===== src/rtl/uart_tx_queue.sv =====
// rtl/uart_tx_queue.sv - byte FIFO feeding the board UART with one txclk strobe per byte
module uart_tx_queue #(
  parameter int DEPTH = 16,
  parameter int AW    = 4
) (
  input  logic          clk,
  input  logic          reset,
  input  logic [7:0]    in_data,
  input  logic          in_valid,
  output logic          in_ready,
  input  logic          txready,
  output logic [7:0]    txdata,
  output logic          txclk,
  output logic [AW:0]   level,
  output logic          busy
);

  localparam logic [AW:0] FULL_LEVEL = (AW+1)'(DEPTH);

  typedef enum logic [1:0] {
    IDLE    = 2'd0,
    SETUP   = 2'd1,
    STROBE  = 2'd2,
    RECOVER = 2'd3
  } state_t;

  state_t        state;
  logic [7:0]    mem [DEPTH];
  logic [AW-1:0] wr_ptr;
  logic [AW-1:0] rd_ptr;
  logic          push;
  logic          pop;

  // Full is judged from the registered occupancy only, so in_ready never depends on in_valid.
  assign in_ready = (level != FULL_LEVEL);
  assign push     = in_valid && in_ready;
  // A byte leaves the FIFO only when the idle FSM commits it to the UART.
  assign pop      = (state == IDLE) && (level != '0) && txready;
  assign busy     = (state != IDLE) || (level != '0);

  // Storage array; contents need no reset because level guards every read.
  always_ff @(posedge clk) begin
    if (push) begin
      mem[wr_ptr] <= in_data;
    end
  end

  // Pointers wrap naturally at AW bits; occupancy is tracked separately so full and empty differ.
  always_ff @(posedge clk) begin
    if (reset) begin
      wr_ptr <= '0;
      rd_ptr <= '0;
      level  <= '0;
    end else begin
      if (push) begin
        wr_ptr <= wr_ptr + 1'b1;
      end
      if (pop) begin
        rd_ptr <= rd_ptr + 1'b1;
      end
      case ({push, pop})
        2'b10:   level <= level + 1'b1;
        2'b01:   level <= level - 1'b1;
        default: level <= level;
      endcase
    end
  end

  // Four-phase transmit sequence: latch byte, settle, single strobe, recover.
  always_ff @(posedge clk) begin
    if (reset) begin
      state  <= IDLE;
      txdata <= 8'h00;
      txclk  <= 1'b0;
    end else begin
      case (state)
        IDLE: begin
          txclk <= 1'b0;
          if (pop) begin
            txdata <= mem[rd_ptr];
            state  <= SETUP;
          end
        end
        SETUP: begin
          txclk <= 1'b1;
          state <= STROBE;
        end
        STROBE: begin
          txclk <= 1'b0;
          state <= RECOVER;
        end
        RECOVER: begin
          txclk <= 1'b0;
          state <= IDLE;
        end
        default: begin
          txclk <= 1'b0;
          state <= IDLE;
        end
      endcase
    end
  end

endmodule

===== config.mk =====
export PLATFORM = sky130hd
export DESIGN_NAME = uart_tx_queue
export DESIGN_NICKNAME = d
export VERILOG_FILES = /design/src/rtl/uart_tx_queue.sv
export SDC_FILE = /design/constraint.sdc
export NUM_CORES = 1
export LEC_CHECK = 0
export ABC_AREA = 1
export BUFFER_PORTS_ARGS = -buffer_cell sky130_fd_sc_hd__clkbuf_2
export CORE_UTILIZATION = 27
export DETAILED_ROUTE_END_ITERATION = 6
export PLACE_DENSITY_LB_ADDON = 0.08
export SLEW_MARGIN = 20
export SYNTH_ARGS = -nofsm -noshare
export SYNTH_HDL_FRONTEND = slang
export SYNTH_SLANG_ARGS = --single-unit

===== constraint.sdc =====
create_clock -name clk -period 2.35 [get_ports clk]
set_input_delay 0.1175 -clock clk [delete_from_list [all_inputs] [get_ports clk]]
set_output_delay 0.1175 -clock clk [all_outputs]
set_load 0.005 [all_outputs]

==> results.yml, run 1 <==
synthesis:
  synth_top_area_cell: "edfxtp_1"
  ys_async_sr_fraction_pct: 0
  yosysSeqAreaShare_pct: 63.8
  synth.area.top_cells: "edfxtp_1 57%, nand2_1 13%, dfxtp_1 7.1%"
  synth_area_um2: 6780
  synthSimpleGateAreaFrac_pct: 22.6
  synthesis.nets: 714
  synth-seq-cells: 152
  synth-compound-area-share_pct: 2.21
  ys_types: 27
  yosys_warnings: 0
  ys_top_cells_by_count: "234 x nand2_1, 128 x edfxtp_1, 95 x nand3_1"
  synth.mux.area_fraction_pct: 0
  synth_top_family_by_area: "simple AND/OR/NAND/NOR gates"
  synth_ff_type: "edfxtp_1"
  synthAdderAreaFrac_pct: 2.40
  synthCells: 689
  synth.most_common_cell: "nand2_1"
  synth_top_cell_area_share_pct: 56.7
  synth-edff-count: 128
  synth_xor_area_share_pct: 0.775
  syn_area_per_cell_um2: 9.84
clocking:
  clkLatencyLatePin_ns: 0.42
  cts_buffers: 17
  cts.sinks: 152
  cts_tree: "done"
  htreeDepth: 4
  cts.clk_slew.worst_paths_ns: 0.07
  cts_buffer_depth: 2
  root_buffer: "clkbuf_16"
  postCtsHoldBufs: 0
critical_path:
  crit_start: "level[1]"
  crit_path_end_kind: "flop"
  critPathLaunchType: "flop"
  rr_endpoint: "level[4]"
  path_common_cell: "nand2_1"
  required_ns: 2.70
  slowest_stage: "dfxtp_1"
  r2r_cells: 15
  endpoint: "level[4]"
  r2r_start: "level[1]"
  cp_max_fo: 5
  cp_cell_sequence: "inv_2 > nand4_1 > nand2_1 > nor2_2 > ha_2 > xor2_2 > ha_1 > inv_1 > nand2_1 > nand3_1 > nand2_1 > nand2_1 > nand2_1 > nand2_1 > a21oi_1"
  r2r_setup_slack_ns: 0.25
  cpPeakStageDelay_ns: 0.44
  critPathKind: "flop to flop"
  crit_arrival_ns: 2.45
cells_and_area:
  nets: 759
  antenna_cells: 0
  final_layout_size_suffix_gt1_share_pct: 13.5
  area_growth_pct: 17.1
power_and_ir_drop:
  clkPwrFrac_pct: 34.1
  power.share.combinational_pct: 26.4
  power_density_nw_per_um2: 1020
  p_int_w: 0.00540
  seqPwrFrac_pct: 39.5
  p_sw_w: 0.00272
  p_leak_nw: 3.37
  swShare_pct: 33.5
  peakVddDrop_v: 0.000444
die:
  design.die.area_um2: 25800
  core_area_um2: 24500
  dieHeight_um: 160
  ioPinCount: 28
  initial_core_util_pct: 27.7
  die_w_um: 160
  core.rowCount: 57
global_route:
  overflow: 0
  grt_pass1_vias: 4658
  grt_pass1_wl_um: 27800
  antenna_found_initial: 0
  grtUsageTotal_pct: 14.5
  grt_max_degree: 35
placement:
  dp_hpwl_um: 11400
  place_ws_ns: 0.175
  place.gp.congestion: 0.781
  port_buffers: 27
route:
  drt-initial-drc-count: 298
  dr.pass1.iters: 4
  wire_per_inst_um: 16.4
  drc: 0
  ant_nets: 0
  wl_um: 17500
  vias_per_cell: 4.23
  vias: 4535
sta:
  fin_skew_ns: 0.00844
  rsz0062_at_grt: "no"
  tns_ns: 0
  setup_ws_ns: 0.251
  relSlewSlack_pct: 58.7
  fin_crit_sh_pct: 89.3
  max_freq_mhz: 476
  tightestPinTransition_ns: 0.616
  fin_crit_ns: 2.10
  final-hold-violation-count: 0
  setup_viol: 0
  hold-worst-slack_ns: 0.0377
  final-max-slew-violation-count: 0
min_path:
  hold_depth: 2
  hp-class: "primary input to flop"
flow_run:
  drv_cap: 0
status:
  outcome: "completed"
## flip-flops by register name, summed over array words and instances (netlist names)
register,count
mem,128
txdata,8
level,5
rd_ptr,4
wr_ptr,4
state,2
txclk,1
## through the flow
step                instances  power [W]  area [um2]  utilization, %
detailed placement       1039    0.00545        7340            30.0
CTS                      1071    0.00824        7930            32.4
global placement         1039    0.00542        7340            30.0
floorplan                 689    0.00478        6780               -
global route             1071    0.00863        7940            32.5
finish                   1071    0.00811        7940            32.5
## power groups by stage
stage | logic, W | registers (W) | clock network [W]
3_3_place_gp | 0.00217 | 0.00325 | 0
4_1_cts | 0.00220 | 0.00320 | 0.00284
6_report | 0.00214 | 0.00320 | 0.00277
2_1_floorplan | 0.00153 | 0.00325 | 0
3_5_place_dp | 0.00219 | 0.00326 | 0
5_1_grt | 0.00247 | 0.00322 | 0.00294
## metal layers
layer	wire length [um]	track usage, %	vias to the layer above
met5	0	0	-
met4	157	3.59	0
met3	590	2.87	6
met2	8390	23.8	56
met1	8390	19.5	2156
li1	-	-	2317
## worst min path at each step
stage	startpoint	end
finish	reset	level[4]
global route	reset	wr_ptr[3]
CTS	reset	rd_ptr[3]
detailed placement	reset	rd_ptr[3]
global placement	reset	rd_ptr[3]
floorplan	in_data[0]	mem[0][0]
## cells by family after synthesis
logic type | Yosys count
xor+xnor | 6
fa+ha+maj | 13
simple gates | 367
flops | 152
compound gates | 25
buf+inv | 126
## cell usage in the layout, fill, tap and decap left out, types with 2 or more instances in the layout
cell	count
dfxtp_1	22
buf_4	28
or2_2	2
nor2_1	27
o21ai_0	6
inv_6	4
clkbuf_2	27
edfxtp_1	128
o21a_1	8
nand2_1	234
bufinv_16	2
a21oi_1	9
clkinvlp_4	7
inv_1	92
nand4_1	2
nand3_1	95
ha_1	12
clkinv_1	2
inv_2	3
nor2_2	3
xor2_1	4
clkbuf_16	17
dfxtp_2	2
## worst max-delay path, delay by kind of cell (launching register included)
family | cells | cell delay (ns)
xor+xnor | 1 | 0.18
buf+inv | 2 | 0.11
compound gates | 1 | 0.11
flops | 1 | 0.44
simple gates | 9 | 0.73
fa+ha+maj | 2 | 0.44
## timing repair
action,in CTS,in global routing
setup buffers,0,0
resized for setup,0,3
setup endpoints to repair,0,1
## area by class of cell
type / count / area (um2)
clock buffers: 17 / 425
well taps: 324 / 405
repair buffers: 55 / 345
multi-input cells: 411 / 1910
inverters: 97 / 364
clock inverters: 15 / 168
flip-flops and latches: 152 / 4330
fillers: 2486 / 16500
No activity file was read; power rests on OpenSTA's default activity.
==> run 2, diff against run 1 <==
==> constraint.sdc (replaced) <==
create_clock -name clk -period 2.35 [get_ports clk]
set_input_delay 0.47 -clock clk [delete_from_list [all_inputs] [get_ports clk]]
set_output_delay 0.47 -clock clk [all_outputs]
set_load 0.005 [all_outputs]
==> run 2 against run 1 <==
Worst setup slack lost 0.049 ns. First-iteration DRC count is 9.4% lower. Critical path depth unchanged. Count of clock-buffer cells in the layout rose by 3. Power is 0.71% lower. Clock power down 3%. Sequential power is essentially flat. Sequential share of layout area is 0.17 points higher. Flip-flop and latch count unchanged. Register-to-register slack got worse by 0.05 ns. Critical endpoint unchanged. Largest power group unchanged.
==> results.yml, run 2 (synthesized netlist as in run 1, its figures left out) <==
flow_run:
  drv_cap: 0
route:
  drt-initial-drc-count: 270
  drc: 0
  vias_per_cell: 4.30
  ant_nets: 0
  dr.pass1.iters: 5
  wl_um: 17600
  wire_per_inst_um: 16.4
  vias: 4605
clocking:
  cts.sinks: 152
  cts-resized-gates: 0
  cts_buffers: 17
  clkLatencyLatePin_ns: 0.42
  postCtsHoldBufs: 0
  cts_buffer_depth: 2
  cts_setup_buffers: 0
  htreeDepth: 4
  cts_tree: "done"
  root_buffer: "clkbuf_16"
  cts.clk_slew.worst_paths_ns: 0.06
status:
  outcome: "completed"
cells_and_area:
  top_register: "mem"
  area_growth_pct: 16.7
  largest_register_ffs: 128
  final_layout_size_suffix_gt1_share_pct: 13.0
  final_cell_mix: "234 x nand2_1, 128 x edfxtp_1, 95 x nand3_1, 92 x inv_1"
  antenna_cells: 0
  nets: 758
  top_regs: "mem: 128 flops, txdata: 8 flops, level: 5 flops"
  final_common_cell: "nand2_1"
sta:
  setup_ws_ns: 0.202
  relSlewSlack_pct: 54.9
  tightestPinTransition_ns: 0.672
  tns_ns: 0
  final-hold-violation-count: 0
  setup_viol: 0
  fin_crit_ns: 2.15
  final-max-slew-violation-count: 0
  max_freq_mhz: 466
  rsz0062_at_grt: "no"
  fin_crit_sh_pct: 91.4
  fin_skew_ns: 0.00815
global_route:
  overflow: 0
  grt_max_degree: 35
  antenna_found_initial: 0
  grtUsageTotal_pct: 14.4
  grt_pass1_vias: 4565
  grt_pass1_wl_um: 27300
min_path:
  hold_path_startpoint: "reset"
  hp-class: "primary input to flop"
critical_path:
  critPathKind: "flop to flop"
  required_ns: 2.70
  critPathLaunchType: "flop"
  cp_max_fo: 5
  crit_start: "state[0]"
  r2r_start: "state[0]"
  crit_path_end_kind: "flop"
  crit_arrival_ns: 2.50
die:
  ioPinCount: 28
  dieHeight_um: 160
  die_w_um: 160
  core.rowCount: 57
  design.die.area_um2: 25800
  core_area_um2: 24500
  initial_core_util_pct: 27.7
placement:
  place_ws_ns: 0.200
  port_buffers: 27
  place.gp.congestion: 0.772
  dp_hpwl_um: 11400
power_and_ir_drop:
  seqPwrFrac_pct: 39.7
  swShare_pct: 32.8
  p_sw_w: 0.00265
  power.share.combinational_pct: 26.7
  p_int_w: 0.00541
  clkPwrFrac_pct: 33.6
  peakVddDrop_v: 0.000425
  power_density_nw_per_um2: 1020
  p_leak_nw: 3.38
[run 2: power by group through the flow]
stage	clock network (W)	logic [W]	registers (W)
2_1_floorplan	0	0.00153	0.00325
3_3_place_gp	0	0.00216	0.00325
3_5_place_dp	0	0.00219	0.00326
4_1_cts	0.00278	0.00219	0.00320
5_1_grt	0.00289	0.00245	0.00322
6_report	0.00270	0.00215	0.00320
[run 2: worst paths after layout]
| check | depth (start not counted) | endpoint | slack (ns) |
|---|---|---|---|
| setup / recovery | 15 | level[4] | 0.20 |
| hold / removal | 2 | rd_ptr[3] | 0.40 |
| setup reg to reg | 15 | level[4] | 0.20 |
| hold reg to reg | 2 | wr_ptr[3] | 0.51 |
[run 2: worst max-delay path, cell delays in order, from the launching register on]
cell and delay, ns:
dfxtp_1 0.31, inv_1 0.12, ha_1 0.19, inv_1 0.08
nor2_2 0.13, ha_2 0.24, xor2_1 0.22, ha_1 0.19
inv_1 0.04, nand2_1 0.09, nand3_1 0.11, nand2_1 0.08
nand2_1 0.05, nand2_1 0.06, nand2_1 0.05, a21oi_1 0.11
[run 2: stage by stage]
stage | hold WS (ns) | cells | total power [W] | cell area, um2 | util (%)
after global routing | 0.397 | 1070 | 0.00856 | 7910 | 32.4
after floorplan | 0.472 | 689 | 0.00478 | 6780 | -
after CTS | 0.386 | 1070 | 0.00818 | 7910 | 32.3
final | 0.399 | 1070 | 0.00806 | 7910 | 32.4
after global placement | 0.508 | 1038 | 0.00541 | 7330 | 30.0
after detailed placement | 0.511 | 1038 | 0.00545 | 7330 | 30.0
[run 2: layout make-up]
class | instances | area (um2)
multi-input cells | 411 | 1900
flip-flops and latches | 152 | 4330
clock buffers | 20 | 457
repair buffers | 54 | 338
inverters | 97 | 364
fillers | 2491 | 16500
clock inverters | 12 | 125
well taps | 324 | 405
[run 2: routing by layer]
metal / track usage (%) / part of all wire [%] / vias to the layer above / routed length (um)
li1: - / - / 2309 / -
met1: 19.4 / 48 / 2221 / 8490
met2: 23.3 / 48 / 61 / 8360
met3: 2.87 / 2.6 / 14 / 450
met4: 4.46 / 1.4 / 0 / 250
met5: 0 / 0 / - / 0
